--- src/rtl/fetch_stage_pkg.sv ---
// Shared types and constants for the instruction-fetch stage.
package fetch_stage_pkg;
    localparam logic [31:0] NOP_INSTR = 32'h0000_0000;
    localparam int          CNT_W     = 16;

    typedef enum logic {
        REQ = 1'b0,
        BUF = 1'b1
    } fetch_state_t;

    typedef struct packed {
        logic [31:0] instr;
        logic [31:0] pcplus4;
        logic        valid;
    } ifid_t;

    localparam ifid_t IFID_RST = '{instr: NOP_INSTR, pcplus4: 32'h0, valid: 1'b0};
    localparam ifid_t BUF_CLR  = '{instr: NOP_INSTR, pcplus4: 32'h0, valid: 1'b0};

    // Squashed slot: NOP with Valid cleared, PC+4 field kept as-is.
    function automatic ifid_t make_bubble(input logic [31:0] pcplus4);
        return '{instr: NOP_INSTR, pcplus4: pcplus4, valid: 1'b0};
    endfunction
endpackage

--- src/rtl/fetch_stage_if.sv ---
// Signal bundle between the fetch stage and PC/hazard/imem/decode logic.
interface fetch_stage_if;
    import fetch_stage_pkg::*;

    logic [31:0]      CurrPC;
    logic             IFIDwrite;
    logic             Flush;
    logic [31:0]      imem_rdata;
    logic             imem_ready;
    logic             imem_req;
    logic [31:0]      imem_addr;
    logic [31:0]      PCplus4;
    logic             FetchStall;
    logic [31:0]      Instr_ID;
    logic [31:0]      PCplus4_ID;
    logic             Valid_ID;
    logic [CNT_W-1:0] StallCount;

    modport slave (
        input  CurrPC, IFIDwrite, Flush, imem_rdata, imem_ready,
        output imem_req, imem_addr, PCplus4, FetchStall,
               Instr_ID, PCplus4_ID, Valid_ID, StallCount
    );

    modport master (
        output CurrPC, IFIDwrite, Flush, imem_rdata, imem_ready,
        input  imem_req, imem_addr, PCplus4, FetchStall,
               Instr_ID, PCplus4_ID, Valid_ID, StallCount
    );
endinterface

--- src/rtl/fetch_stage_if_id_reg.sv ---
// 65-bit enable/clear register holding {Instr, PCplus4, Valid}.
// Used both as the IF/ID pipeline register and as the stall buffer.
module if_id_reg
    import fetch_stage_pkg::*;
#(
    parameter ifid_t CLR_VAL = IFID_RST
) (
    input  logic  clk,
    input  logic  rst,
    input  logic  i_en,
    input  logic  i_clr,
    input  ifid_t i_d,
    output ifid_t o_q
);
    ifid_t r_q;

    always_ff @(posedge clk or posedge rst) begin
        if (rst) begin
            r_q <= CLR_VAL;
        end else if (i_clr) begin
            r_q <= CLR_VAL;
        end else if (i_en) begin
            r_q <= i_d;
        end
    end

    assign o_q = r_q;
endmodule

--- src/rtl/fetch_stage.sv ---
// Instruction-fetch stage: imem request, wait-state absorption, stall buffer, IF/ID.
// state | meaning:  REQ | fetch outstanding for CurrPC;  BUF | word held while decode stalled
module fetch_stage
    import fetch_stage_pkg::*;
(
    input  logic          clk,
    input  logic          rst,
    fetch_stage_if.slave  bus
);
    fetch_state_t     r_state;
    fetch_state_t     w_state_nxt;
    ifid_t            r_ifid;
    ifid_t            r_buf;
    ifid_t            w_ifid_d;
    ifid_t            w_buf_d;
    logic             w_ifid_en;
    logic             w_buf_en;
    logic             w_buf_clr;
    logic             w_fetch_stall;
    logic [31:0]      w_pcplus4;
    logic [CNT_W-1:0] r_stall_cnt;

    assign w_pcplus4     = bus.CurrPC + 32'd4;
    // Held high through reset so the PC stays put while it is initialised.
    assign w_fetch_stall = rst | ((r_state == REQ) & ~bus.imem_ready);
    assign w_buf_d       = '{instr: bus.imem_rdata, pcplus4: w_pcplus4, valid: 1'b1};

    always_comb begin
        w_state_nxt = r_state;
        w_ifid_en   = 1'b0;
        w_ifid_d    = r_ifid;
        w_buf_en    = 1'b0;
        w_buf_clr   = 1'b0;
        if (bus.Flush) begin
            w_ifid_en   = 1'b1;
            w_ifid_d    = make_bubble(r_ifid.pcplus4);
            w_buf_clr   = 1'b1;
            w_state_nxt = REQ;
        end else begin
            case (r_state)
                REQ: begin
                    if (bus.imem_ready) begin
                        if (bus.IFIDwrite) begin
                            w_ifid_en = 1'b1;
                            w_ifid_d  = w_buf_d;
                        end else begin
                            w_buf_en    = 1'b1;
                            w_state_nxt = BUF;
                        end
                    end else if (bus.IFIDwrite) begin
                        w_ifid_en = 1'b1;
                        w_ifid_d  = make_bubble(r_ifid.pcplus4);
                    end
                end
                BUF: begin
                    if (bus.IFIDwrite) begin
                        w_ifid_en   = 1'b1;
                        w_ifid_d    = r_buf;
                        w_state_nxt = REQ;
                    end
                end
                default: w_state_nxt = REQ;
            endcase
        end
    end

    always_ff @(posedge clk or posedge rst) begin
        if (rst) begin
            r_state <= REQ;
        end else begin
            r_state <= w_state_nxt;
        end
    end

    always_ff @(posedge clk or posedge rst) begin
        if (rst) begin
            r_stall_cnt <= '0;
        end else if (w_fetch_stall && (r_stall_cnt != '1)) begin
            r_stall_cnt <= r_stall_cnt + CNT_W'(1);
        end
    end

    if_id_reg #(.CLR_VAL(IFID_RST)) u_ifid (
        .clk   (clk),
        .rst   (rst),
        .i_en  (w_ifid_en),
        .i_clr (1'b0),
        .i_d   (w_ifid_d),
        .o_q   (r_ifid)
    );

    if_id_reg #(.CLR_VAL(BUF_CLR)) u_buf (
        .clk   (clk),
        .rst   (rst),
        .i_en  (w_buf_en),
        .i_clr (w_buf_clr),
        .i_d   (w_buf_d),
        .o_q   (r_buf)
    );

    assign bus.imem_req   = ~rst & (r_state == REQ);
    assign bus.imem_addr  = bus.CurrPC;
    assign bus.PCplus4    = w_pcplus4;
    assign bus.FetchStall = w_fetch_stall;
    assign bus.Instr_ID   = r_ifid.instr;
    assign bus.PCplus4_ID = r_ifid.pcplus4;
    assign bus.Valid_ID   = r_ifid.valid;
    assign bus.StallCount = r_stall_cnt;
endmodule

--- src/flat_wrapper.sv ---
// flat-port wrapper written by rule: the top's interface ports become plain ports
module fetch_stage_flat import fetch_stage_pkg::*;
  (clk, rst, bus_CurrPC, bus_IFIDwrite, bus_Flush, bus_imem_rdata, bus_imem_ready, bus_imem_req, bus_imem_addr, bus_PCplus4, bus_FetchStall, bus_Instr_ID, bus_PCplus4_ID, bus_Valid_ID, bus_StallCount);
  fetch_stage_if bus_i ();
  input  logic clk;
  input  logic rst;
  input wire logic [$bits(bus_i.CurrPC)-1:0] bus_CurrPC;
  input wire logic [$bits(bus_i.IFIDwrite)-1:0] bus_IFIDwrite;
  input wire logic [$bits(bus_i.Flush)-1:0] bus_Flush;
  input wire logic [$bits(bus_i.imem_rdata)-1:0] bus_imem_rdata;
  input wire logic [$bits(bus_i.imem_ready)-1:0] bus_imem_ready;
  output wire logic [$bits(bus_i.imem_req)-1:0] bus_imem_req;
  output wire logic [$bits(bus_i.imem_addr)-1:0] bus_imem_addr;
  output wire logic [$bits(bus_i.PCplus4)-1:0] bus_PCplus4;
  output wire logic [$bits(bus_i.FetchStall)-1:0] bus_FetchStall;
  output wire logic [$bits(bus_i.Instr_ID)-1:0] bus_Instr_ID;
  output wire logic [$bits(bus_i.PCplus4_ID)-1:0] bus_PCplus4_ID;
  output wire logic [$bits(bus_i.Valid_ID)-1:0] bus_Valid_ID;
  output wire logic [$bits(bus_i.StallCount)-1:0] bus_StallCount;
  assign bus_i.CurrPC = bus_CurrPC;
  assign bus_i.IFIDwrite = bus_IFIDwrite;
  assign bus_i.Flush = bus_Flush;
  assign bus_i.imem_rdata = bus_imem_rdata;
  assign bus_i.imem_ready = bus_imem_ready;
  assign bus_imem_req = bus_i.imem_req;
  assign bus_imem_addr = bus_i.imem_addr;
  assign bus_PCplus4 = bus_i.PCplus4;
  assign bus_FetchStall = bus_i.FetchStall;
  assign bus_Instr_ID = bus_i.Instr_ID;
  assign bus_PCplus4_ID = bus_i.PCplus4_ID;
  assign bus_Valid_ID = bus_i.Valid_ID;
  assign bus_StallCount = bus_i.StallCount;
  fetch_stage u_core (.clk(clk), .rst(rst), .bus(bus_i));
endmodule
--- config.mk ---
export PLATFORM = sky130hd
export DESIGN_NAME = fetch_stage_flat
export DESIGN_NICKNAME = d
export VERILOG_FILES = /design/src/rtl/fetch_stage_pkg.sv /design/src/rtl/fetch_stage_if.sv /design/src/rtl/fetch_stage_if_id_reg.sv /design/src/rtl/fetch_stage.sv /design/src/flat_wrapper.sv
export SDC_FILE = /design/constraint.sdc
export NUM_CORES = 1
export LEC_CHECK = 0
export ABC_AREA = 1
export CAP_MARGIN = 20
export CORE_MARGIN = 2
export CORE_UTILIZATION = 35
export CTS_CLUSTER_DIAMETER = 200
export DETAILED_ROUTE_END_ITERATION = 7
export GPL_TIMING_DRIVEN = 0
export HOLD_SLACK_MARGIN = 0.05
export SLEW_MARGIN = 5
export SYNTH_ARGS = -nofsm -noshare
export SYNTH_HDL_FRONTEND = slang
export SYNTH_HIERARCHICAL = 1
export SYNTH_SLANG_ARGS = --single-unit
--- constraint.sdc ---
create_clock -name clk -period 2.6 [get_ports clk]
set_clock_uncertainty 0.05 [all_clocks]
set_input_delay 0.52 -clock clk [delete_from_list [all_inputs] [get_ports clk]]
set_output_delay 0.52 -clock clk [all_outputs]
set_load 0.1 [all_outputs]
==> results.py <==
metrics = {
    "run_status": {
        "status": "completed",
    },
    "die": {
        "die_h_um": 163,
        "start_util_pct": 35.3,
        "core.rowCount": 58,
        "die_x_um": 163,
        "core_um2": 25000,
        "dieArea_um2": 26500,
        "io_pins": 216,
    },
    "placed_design": {
        "dp_cells": 1762,
        "hpwl_um": 21700,
        "numPortBuffers": 215,
        "gp_congestion": 0.902,
        "pre_cts_ws_ns": -1.45,
    },
    "routing": {
        "ant_nets": 0,
        "via_per_inst": 5.02,
        "vias": 9025,
        "drt_iter0_markers": 761,
        "dr.pass1.iters": 5,
        "wl_um": 29900,
        "routedWlPerCell_um": 16.7,
        "drc": 0,
    },
    "global_route": {
        "grt_max_degree": 60,
        "grt_usage_pct": 23.1,
        "grt_pass1_vias": 8564,
        "grt_overflow": 0,
        "grt_pass1_wl_um": 47800,
        "antenna_found_initial": 0,
    },
    "worst_setup_path": {
        "critPathMaxStageDelay_ns": 1.15,
        "crit_type": "register to primary output",
        "cp-end-kind": "primary output",
        "critical_path_buf_inv_count": 1,
        "required_ns": 2.03,
        "critPathArrivalTime_ns": 1.98,
        "path_max_fanout": 4,
        "crit_chain": "clkdlybuf4s50_1",
        "cp_top_family": "buffers and inverters",
        "slowest_stage": "clkdlybuf4s50_1",
        "reg2reg_slack_ns": 0.48,
        "critPathLaunchType": "register",
    },
    "sta": {
        "final-hold-violation-count": 0,
        "tightest_slew_ns": 1.03,
        "maxSlewViolCount": 0,
        "fmax_ghz": 0.392,
        "setup_ws_ns": 0.0471,
        "fin_crit_ns": 2.55,
        "setup_viol": 0,
        "finalCritPeriodShare_pct": 98.2,
        "slew-limit-headroom_pct": 31.1,
        "rsz0062_at_grt": "no",
    },
    "cells_and_area": {
        "drive_above_1_share_pct": 17.8,
        "syn_to_final_growth_pct": 40.7,
        "final_nets": 1525,
        "fin_cells": 1797,
        "multi_input_area_um2": 4560,
        "diodes": 0,
        "regArea_um2": 3680,
        "fillers": 2490,
    },
    "yosys": {
        "synth-async-reset-ratio_pct": 100,
        "ys_types": 37,
        "synth-seq-cells": 147,
        "synth_top_area_share_pct": 41.7,
        "netlist_area_um2": 8820,
        "yosys_most_used_dff": "dfrtp_1",
        "syn_inst": 1214,
        "synth_top_cell_by_area": "dfrtp_1",
        "synth_edf_count": 0,
        "synth.area.top_cells": "dfrtp_1 42%, nand2_1 23%, nand3_1 8.5%, buf_4 4.6%, a31oi_1 2.3%",
        "yosysMostFrequentCell": "nand2_1",
        "synth_warnings": 6,
        "syn_area_per_cell_um2": 7.26,
        "synth_common_cells": "533 x nand2_1, 149 x nand3_1, 147 x dfrtp_1",
        "ys_seq_area_share_pct": 41.7,
    },
    "power_and_ir_drop": {
        "p_leak_uw": 0.00635,
        "pwr-share-clk_pct": 33.7,
        "combPwrFrac_pct": 33.6,
        "seqPwrFrac_pct": 32.7,
        "totalPowerFinal_uw": 7880,
        "peakVddDrop_uv": 1030,
        "power_density_nw_per_um2": 635,
        "swShare_pct": 40.5,
        "p_sw_uw": 3190,
        "internal_power_uw": 4690,
    },
    "cts": {
        "numCtsBuffers": 17,
        "clk_pin_slew_worst_paths_ns": 0.07,
        "cts_tree": "built",
        "cts-root-to-sink-buffers": 2,
        "cts_root_buf": "clkbuf_16",
        "numClockSinks": 147,
        "htreeDepth": 4,
        "clk_latency_ns": 0.43,
        "cts_hold_buf": 0,
    },
    "run": {
        "cap_violations": 0,
    },
    "worst_hold_path": {
        "hold_class": "register to register",
    },
}
tightest hold or removal path, stage by stage, from the launching register on:
cell and delay, ns:
dfrtp_1 0.34, nand2_1 0.06, nand2_1 0.04
final cells by class:
cell class,count,share of cell area [%]
Multi-Input combinational cell,919,36.8
Sequential cell,147,29.6
Timing Repair Buffer,220,18.5
Buffer,102,5.09
Clock buffer,18,3.46
Tap cell,330,3.33
Clock inverter,14,1.62
Inverter,47,1.55
cells in the final DEF (no fill, tap or decap), types with 12 or more instances in the layout:
master	Yosys	routed
nor2_4	12	16
clkbuf_16	0	17
xor2_1	16	12
buf_4	54	60
clkdlybuf4s15_2	0	17
a221oi_1	13	13
a21oi_1	15	15
dlymetal6s2s_1	0	23
nand2_1	533	518
nand3_1	149	148
inv_1	40	35
dfrtp_1	147	147
nor2_1	50	45
clkbuf_1	15	15
nand2_2	9	20
buf_2	30	34
clkdlybuf4s50_1	0	89
dlygate4sd2_1	0	45
a31oi_1	33	33
worst paths after layout:
kind	start	endpoint	cells past startpoint
max in group asynchronous	rst	u_core/u_ifid/o_q[56]	3
min reg2reg	u_core/u_buf/o_q[42]	u_core/u_buf/o_q[42]	2
min	u_core/u_buf/o_q[42]	u_core/u_buf/o_q[42]	2
max	u_core/u_ifid/o_q[13]	bus_PCplus4_ID[12]	1
max reg2reg	u_core/r_state	u_core/u_ifid/o_q[31]	7
min in group asynchronous	rst	u_core/u_buf/o_q[18]	2
metal layers:
metal	vias to the layer above	wire length (µm)	GRT usage (%)
li1	4375	-	-
met1	4311	13400	31.8
met2	309	14400	37.7
met3	30	1620	3.16
met4	0	550	7.52
met5	-	0	0
metrics by stage:
| stage | setup TNS [ns] | cell area (µm²) | util [%] | hold slack [ns] |
|---|---|---|---|---|
| after detailed placement | -51.32 | 11600 | 46.5 | 0.409 |
| after CTS | 0 | 12300 | 49.4 | 0.424 |
| after global placement | -205.97 | 11600 | 46.3 | 0.403 |
| final | 0 | 12400 | 49.7 | 0.422 |
| after floorplan | -0.483 | 8990 | - | 0.387 |
| after global routing | 0 | 12400 | 49.7 | 0.441 |
state kept, by name, summed over array words and instances (netlist names):
| signal | count |
|---|---|
| u_core/u_ifid/o_q | 65 |
| u_core/u_buf/o_q | 65 |
| u_core/bus.StallCount | 16 |
| u_core/r_state | 1 |
power groups by stage:
stage,Clock (µW),Sequential (µW),Combinational (µW)
2_1_floorplan,0,3420,1110
3_3_place_gp,0,2610,2630
3_5_place_dp,0,2620,2650
4_1_cts,2710,2570,2640
5_1_grt,2800,2600,2780
6_report,2660,2570,2650
repair_timing:
item / 4_1_cts / 5_1_grt
setup buffers: 3 / 0
pin swaps: 5 / 8
resized for setup: 323 / 59
endpoints found under the setup margin: 83 / 47
cells by family after synthesis:
| kind of cell | Yosys count | share of synthesized area [%] |
|---|---|---|
| AND/OR/NAND/NOR | 789 | 38.4 |
| flip-flops | 147 | 41.7 |
| AO/OA/AOI/OAI | 98 | 7.26 |
| XOR/XNOR | 27 | 3.11 |
| buffers and inverters | 149 | 9.15 |
| other | 2 | 0.0852 |
| adder cells (fa/ha/maj) | 2 | 0.284 |
Power figures use the tool's default switching activity.
